<file path="src/rtl/alu_pkg.sv">
// Shared ALU definitions: control codes, default widths, stage states.
package alu_pkg;

  localparam int ALU_WIDTH = 32;
  localparam int ALU_TAG_W = 5;

  typedef enum logic [3:0] {
    ALU_AND = 4'b0000,
    ALU_OR  = 4'b0001,
    ALU_ADD = 4'b0010,
    ALU_SUB = 4'b0110,
    ALU_SLT = 4'b0111
  } alu_ctrl_t;

  // Encoded as {M.valid, S.valid}
  typedef enum logic [1:0] {
    ST_EMPTY = 2'b00,
    ST_FULL1 = 2'b10,
    ST_FULL2 = 2'b11
  } stage_state_e;

endpackage

</file>
<file path="src/rtl/alu_exec_stage_if.sv">
// Request and response valid/ready channels of the ALU execute stage.
interface alu_req_if #(
  parameter int WIDTH = 32,
  parameter int TAG_W = 5
);
  logic             in_valid;
  logic             in_ready;
  logic [3:0]       alu_control;
  logic [WIDTH-1:0] src_a;
  logic [WIDTH-1:0] src_b;
  logic [TAG_W-1:0] in_tag;

  modport master (
    output in_valid, alu_control, src_a, src_b, in_tag,
    input  in_ready
  );
  modport slave (
    input  in_valid, alu_control, src_a, src_b, in_tag,
    output in_ready
  );
endinterface

interface alu_rsp_if #(
  parameter int WIDTH = 32,
  parameter int TAG_W = 5
);
  logic             out_valid;
  logic             out_ready;
  logic [WIDTH-1:0] result;
  logic             zero;
  logic [TAG_W-1:0] out_tag;
  logic             illegal;

  modport master (
    output out_valid, result, zero, out_tag, illegal,
    input  out_ready
  );
  modport slave (
    input  out_valid, result, zero, out_tag, illegal,
    output out_ready
  );
endinterface

</file>
<file path="src/rtl/alu_core.sv">
// Combinational ALU: {control, a, b} -> {result, zero, illegal}.
module alu_core
  import alu_pkg::*;
#(
  parameter int WIDTH = ALU_WIDTH
) (
  input  logic [3:0]       ctrl_i,
  input  logic [WIDTH-1:0] a_i,
  input  logic [WIDTH-1:0] b_i,
  output logic [WIDTH-1:0] result_o,
  output logic             zero_o,
  output logic             illegal_o
);

  logic lt;
  assign lt = $signed(a_i) < $signed(b_i);

  always_comb begin
    result_o  = '0;
    illegal_o = 1'b0;
    unique case (1'b1)
      ctrl_i == ALU_AND: result_o = a_i & b_i;
      ctrl_i == ALU_OR:  result_o = a_i | b_i;
      ctrl_i == ALU_ADD: result_o = a_i + b_i;
      ctrl_i == ALU_SUB: result_o = a_i - b_i;
      ctrl_i == ALU_SLT: result_o = {{(WIDTH-1){1'b0}}, lt};
      default:           illegal_o = 1'b1;
    endcase
  end

  assign zero_o = (result_o == '0);

endmodule

</file>
<file path="src/rtl/alu_exec_stage.sv">
// Registered ALU execute stage with a two-entry skid buffer.
// Optional ALU_EXEC_PERF_EN adds op_count / stall_count counters.
module alu_exec_stage
  import alu_pkg::*;
#(
  parameter int WIDTH = ALU_WIDTH,
  parameter int TAG_W = ALU_TAG_W
) (
  input  logic        clk,
  input  logic        rst,
  alu_req_if.slave    req,
  alu_rsp_if.master   rsp
`ifdef ALU_EXEC_PERF_EN
  ,
  output logic [31:0] op_count,
  output logic [31:0] stall_count
`endif
);

  typedef struct packed {
    logic [WIDTH-1:0] res;
    logic             zero;
    logic [TAG_W-1:0] tag;
    logic             ill;
  } entry_t;

  stage_state_e state_q, state_d;
  entry_t       m_q, m_d;
  entry_t       s_q, s_d;
  entry_t       core_e;
  logic         in_fire;
  logic         out_fire;

  alu_core #(
    .WIDTH(WIDTH)
  ) u_core (
    .ctrl_i   (req.alu_control),
    .a_i      (req.src_a),
    .b_i      (req.src_b),
    .result_o (core_e.res),
    .zero_o   (core_e.zero),
    .illegal_o(core_e.ill)
  );
  assign core_e.tag = req.in_tag;

  assign in_fire  = req.in_valid & req.in_ready;
  assign out_fire = rsp.out_valid & rsp.out_ready;

  always_ff @(posedge clk or posedge rst) begin
    if (rst) state_q <= ST_EMPTY;
    else     state_q <= state_d;
  end

  always_ff @(posedge clk or posedge rst) begin
    if (rst) begin
      m_q <= '0;
      s_q <= '0;
    end else begin
      m_q <= m_d;
      s_q <= s_d;
    end
  end

  always_comb begin
    state_d = state_q;
    m_d     = m_q;
    s_d     = s_q;
    unique case (state_q)
      ST_EMPTY: begin
        if (in_fire) begin
          state_d = ST_FULL1;
          m_d     = core_e;
        end
      end
      ST_FULL1: begin
        if (in_fire && out_fire) begin
          m_d = core_e;
        end else if (out_fire) begin
          state_d = ST_EMPTY;
        end else if (in_fire) begin
          state_d = ST_FULL2;
          s_d     = core_e;
        end
      end
      ST_FULL2: begin
        if (out_fire) begin
          state_d = ST_FULL1;
          m_d     = s_q;
        end
      end
      default: state_d = ST_EMPTY;
    endcase
  end

  // in_ready depends only on state and reset, never on out_ready
  always_comb begin
    req.in_ready  = (state_q != ST_FULL2) && !rst;
    rsp.out_valid = (state_q != ST_EMPTY);
    rsp.result    = m_q.res;
    rsp.zero      = m_q.zero;
    rsp.out_tag   = m_q.tag;
    rsp.illegal   = m_q.ill;
  end

`ifdef ALU_EXEC_PERF_EN
  logic [31:0] op_cnt_q;
  logic [31:0] stall_cnt_q;

  always_ff @(posedge clk or posedge rst) begin
    if (rst) begin
      op_cnt_q    <= '0;
      stall_cnt_q <= '0;
    end else begin
      op_cnt_q    <= op_cnt_q + 32'(out_fire);
      stall_cnt_q <= stall_cnt_q
                   + 32'(rsp.out_valid & ~rsp.out_ready);
    end
  end

  assign op_count    = op_cnt_q;
  assign stall_count = stall_cnt_q;
`endif

endmodule

</file>
<file path="src/flat_wrapper.sv">
// flat-port wrapper written by rule: the top's interface ports become plain ports
module alu_exec_stage_flat import alu_pkg::*;
#(
  parameter int WIDTH = ALU_WIDTH,
  parameter int TAG_W = ALU_TAG_W
)
  (clk, rst, req_in_valid, req_alu_control, req_src_a, req_src_b, req_in_tag, req_in_ready, rsp_out_valid, rsp_result, rsp_zero, rsp_out_tag, rsp_illegal, rsp_out_ready);
  alu_req_if #(.WIDTH(WIDTH), .TAG_W(TAG_W)) req_i ();
  alu_rsp_if #(.WIDTH(WIDTH), .TAG_W(TAG_W)) rsp_i ();
  input  logic clk;
  input  logic rst;
  input wire logic [$bits(req_i.in_valid)-1:0] req_in_valid;
  input wire logic [$bits(req_i.alu_control)-1:0] req_alu_control;
  input wire logic [$bits(req_i.src_a)-1:0] req_src_a;
  input wire logic [$bits(req_i.src_b)-1:0] req_src_b;
  input wire logic [$bits(req_i.in_tag)-1:0] req_in_tag;
  output wire logic [$bits(req_i.in_ready)-1:0] req_in_ready;
  output wire logic [$bits(rsp_i.out_valid)-1:0] rsp_out_valid;
  output wire logic [$bits(rsp_i.result)-1:0] rsp_result;
  output wire logic [$bits(rsp_i.zero)-1:0] rsp_zero;
  output wire logic [$bits(rsp_i.out_tag)-1:0] rsp_out_tag;
  output wire logic [$bits(rsp_i.illegal)-1:0] rsp_illegal;
  input wire logic [$bits(rsp_i.out_ready)-1:0] rsp_out_ready;
  assign req_i.in_valid = req_in_valid;
  assign req_i.alu_control = req_alu_control;
  assign req_i.src_a = req_src_a;
  assign req_i.src_b = req_src_b;
  assign req_i.in_tag = req_in_tag;
  assign req_in_ready = req_i.in_ready;
  assign rsp_out_valid = rsp_i.out_valid;
  assign rsp_result = rsp_i.result;
  assign rsp_zero = rsp_i.zero;
  assign rsp_out_tag = rsp_i.out_tag;
  assign rsp_illegal = rsp_i.illegal;
  assign rsp_i.out_ready = rsp_out_ready;
  alu_exec_stage #(.WIDTH(WIDTH), .TAG_W(TAG_W)) u_core (.clk(clk), .rst(rst), .req(req_i), .rsp(rsp_i));
endmodule
</file>
<file path="config.mk">
export PLATFORM = sky130hd
export DESIGN_NAME = alu_exec_stage_flat
export DESIGN_NICKNAME = d
export VERILOG_FILES = /design/src/rtl/alu_pkg.sv /design/src/rtl/alu_exec_stage_if.sv /design/src/rtl/alu_core.sv /design/src/rtl/alu_exec_stage.sv /design/src/flat_wrapper.sv
export SDC_FILE = /design/constraint.sdc
export NUM_CORES = 1
export LEC_CHECK = 0
export ABC_CLOCK_PERIOD_IN_PS = 6400
export CAP_MARGIN = 10
export CORE_ASPECT_RATIO = 0.9
export CORE_MARGIN = 2
export CORE_UTILIZATION = 32
export CTS_BUF_LIST = sky130_fd_sc_hd__clkbuf_2 sky130_fd_sc_hd__clkbuf_4 sky130_fd_sc_hd__clkbuf_8
export DETAILED_ROUTE_END_ITERATION = 16
export PLACE_DENSITY = 0.63
export SLEW_MARGIN = 40
export SYNTH_ARGS = -nofsm -noshare
export SYNTH_HDL_FRONTEND = slang
export SYNTH_SLANG_ARGS = --single-unit
export TNS_END_PERCENT = 50
</file>
<file path="constraint.sdc">
create_clock -name clk -period 6.4 [get_ports clk]
set_input_delay 1.28 -clock clk [delete_from_list [all_inputs] [get_ports clk]]
set_output_delay 1.28 -clock clk [all_outputs]
set_load 0.02 [all_outputs]
</file>
==> flow_summary_export.csv <==
group,metric,value,unit
worst_setup_path,crit_required,6670,ps
grt,grt_remaining_overflow,0,
logic_synthesis,syn_avg_cell_area,7.63,sq um
cts,post-cts-setup-buffers,0,
timing,finalCritPeriodShare,90.2,%
timing,post-route-min-period,5770,ps
grt,grt_pass1_vias,8514,
pwr,power_leakage,4.75,nW
pwr,p_per_area,246,nW/um^2
detailed_routing,antenna_left,0,
logic_synthesis,syn_area,9100,sq um
status,status,"finished clean",
floorplanning,rows,58,
logic_synthesis,synth_most_common_cell,"nand2_1",
detailed_routing,via_count,9165,
logic_synthesis,synth.top_cells.by_count,"123 x nand2_1, 113 x inv_1, 102 x ha_1",
logic_synthesis,synth_top_area_share,22.0,%
logic_synthesis,ys.warnings.count,0,
floorplanning,coreArea,27900,sq um
worst_setup_path,path_class,"in2reg",
logic_synthesis,ys_seq_elements,80,
floorplanning,die_y,164,um
timing,hold_viol_final,0,
final_layout,stdcell_area,10900,sq um
worst_setup_path,cp-start-kind,"primary input",
placed_design,hpwl,23.5,mm
timing,tns,0,ps
cts,clockBufferDepth,2,
grt,antenna_found_initial,0,
cts,cts_root_buf,"clkbuf_8",
worst_setup_path,critPathCaptureType,"flip-flop",
final_layout,layout-drive-gt1-share,7.81,%
grt,grt_use_total,19.7,%
detailed_routing,firstDrtPassIters,6,
logic_synthesis,async_flop_share,100,%
timing,rsz0062_at_grt,"false",
cts,ctsResizeCount,0,
detailed_routing,drtIter0Drc,823,
cts,ctsHtreeMaxLevel,3,
timing,hold_slack,484,ps
cts,clk_pin_slew,80,ps
detailed_routing,wl_per_cell,18.0,um
floorplanning,fp.dieW,182,um
logic_synthesis,postSynthCellCount,1192,
cts,numCtsBuffers,9,
placed_design,place.gp.congestion,0.942,
timing,worst_slew_pin_slew,743,ps
cts,cts_hold_buf,0,
logic_synthesis,netlist_top_cells_area,"dfrtp_1 22%, ha_1 14%, mux2i_1 5.7%",
final_layout,num_antenna_cells,0,
detailed_routing,drcViolationCount,0,
min_path,hold_class,"reg2reg",
pwr,ir_worst_vdd,0.162,mV
cts,cts_tree,"built",
timing,setup_violations,0,
logic_synthesis,synth_ff_type,"dfrtp_1",
logic_synthesis,yosysSeqAreaShare,22.0,%
logic_synthesis,syn-num-nets,1373,
worst_setup_path,critPathMaxFanout,3,
grt,grt_pass1_wl,46.9,mm
logic_synthesis,synth.distinct_cells,81,
final_layout,nNetsFinal,1458,
detailed_routing,wirelength,29.5,mm
cts,cts_num_sinks,80,
placed_design,placed_area,10700,sq um
logic_synthesis,yosysTopAreaCell,"dfrtp_1",
placed_design,port_buffers,117,
worst_setup_path,crit_arrival,6050,ps
detailed_routing,vias_per_cell,5.59,
floorplanning,initial_utilization,32.6,%
cts,insertion_delay,350,ps
floorplanning,die_area,29800,sq um
final_layout,nFillCells,2963,
timing,slew_violations,0,
timing,max_slew_margin,50.5,%
grt,grt_start_max_net_pins,82,
timing,finClkSkew,11.4,ps
run,maxCapViolations,0,
floorplanning,io_pins,118,
timing,fmaxAchievable,173,MHz
final_layout,areaGrowthSynthToFinish,19.5,%
logic_synthesis,synth_edf_count,0,
placed_design,dp.cells,1626,
final_layout,fin_cells,1640,
[state kept, by name (all words and copies together) (netlist names)]
signal,count
u_core.rsp.zero,1
u_core.s_q,39
u_core.rsp.illegal,1
u_core.rsp.out_tag,5
u_core.rsp.result,32
u_core.state_q,2
[area by class of cell]
cell class	instances	area [sq um]	area share, %
multi-input combinational	925	6420	59.1
tap	360	450	4.14
inverter	115	432	3.97
clock buffer	10	131	1.21
clock inverter	4	47.5	0.437
timing repair buffer	146	1390	12.8
sequential	80	2000	18.4
[path summary, 6_finish.rpt]
| check | from | end | slack [ps] | cells past startpoint |
|---|---|---|---|---|
| setup / recovery | req_src_a[0] | u_core.rsp.zero$_DFFE_PP0P_ | 630 | 15 |
| hold / removal | u_core.rsp.result[24]$_DFFE_PP0P_ | u_core.rsp.result[24]$_DFFE_PP0P_ | 480 | 2 |
| setup reg to reg | u_core.state_q[0]$_DFFE_PP0P_ | u_core.rsp.result[28]$_DFFE_PP0P_ | 3730 | 8 |
| hold reg to reg | u_core.rsp.result[24]$_DFFE_PP0P_ | u_core.rsp.result[24]$_DFFE_PP0P_ | 480 | 2 |
| max in group asynchronous | rst | u_core.s_q[36]$_DFFE_PP0P_ | 4390 | 3 |
| min in group asynchronous | rst | u_core.rsp.out_tag[4]$_DFFE_PP0P_ | 1480 | 3 |
[cell families (layout without fill, tap and decap cells)]
| family | count (synthesis) | in the layout | synth area share, % |
|---|---|---|---|
| compound gates | 370 | 370 | 26.7 |
| simple gates | 359 | 359 | 18.6 |
| buf+inv | 187 | 275 | 7.82 |
| fa+ha+maj | 104 | 104 | 14.5 |
| mux | 83 | 83 | 9.56 |
| flops | 80 | 80 | 22.0 |
| xor+xnor | 9 | 9 | 0.866 |
[critical path, cell delays in order]
cell,delay (ps)
clkdlybuf4s50_1,480
inv_1,60
ha_1,210
fa_1,390
or2_1,260
a21oi_1,150
mux2_1,160
nand4_1,140
a2111oi_0,450
nor4bb_1,390
or4b_1,480
or4_1,420
or4_1,470
or4_4,540
o31ai_4,160
[per-layer routing]
layer | up-vias | GRT usage [%] | share of wire [%]
li1 | 4437 | - | -
met1 | 4337 | 29.0 | 48
met2 | 359 | 30.0 | 43
met3 | 32 | 3.15 | 7.6
met4 | 0 | 4.36 | 1.7
met5 | - | 0 | 0
[placed cells by master, fill, tap and decap left out, types with 9 or more instances in the layout]
cell type	count
nand2_1	123
clkdlybuf4s50_1	116
inv_1	112
ha_1	101
nor2_1	98
a21oi_1	94
o21ai_0	92
dfrtp_1	80
mux2i_1	52
mux2_2	30
buf_4	28
nand4_1	23
a211oi_1	21
nand3_1	21
o211ai_1	19
nor4_1	16
o31ai_1	14
nor3_1	13
a21o_1	12
o21a_1	11
a31oi_1	11
nor2b_1	10
nand2b_1	9
clkbuf_8	9
[power breakdown]
part / switching, mW / internal (mW)
Combinational: 0.858 / 0.611
Clock: 0.179 / 0.179
Sequential: 0.116 / 0.729
[metrics by stage]
| step | total power [mW] | worst slack (ps) | util, % |
|---|---|---|---|
| final | 2.67 | 626 | 38.9 |
| after global routing | 2.88 | 291 | 38.9 |
| after detailed placement | 2.32 | 262 | 38.2 |
| after CTS | 2.68 | 643 | 38.9 |
| after global placement | 2.29 | 262 | 38.2 |
| after floorplan | 1.77 | 1100 | - |
Note: power is estimated with default switching activity, not from simulation.
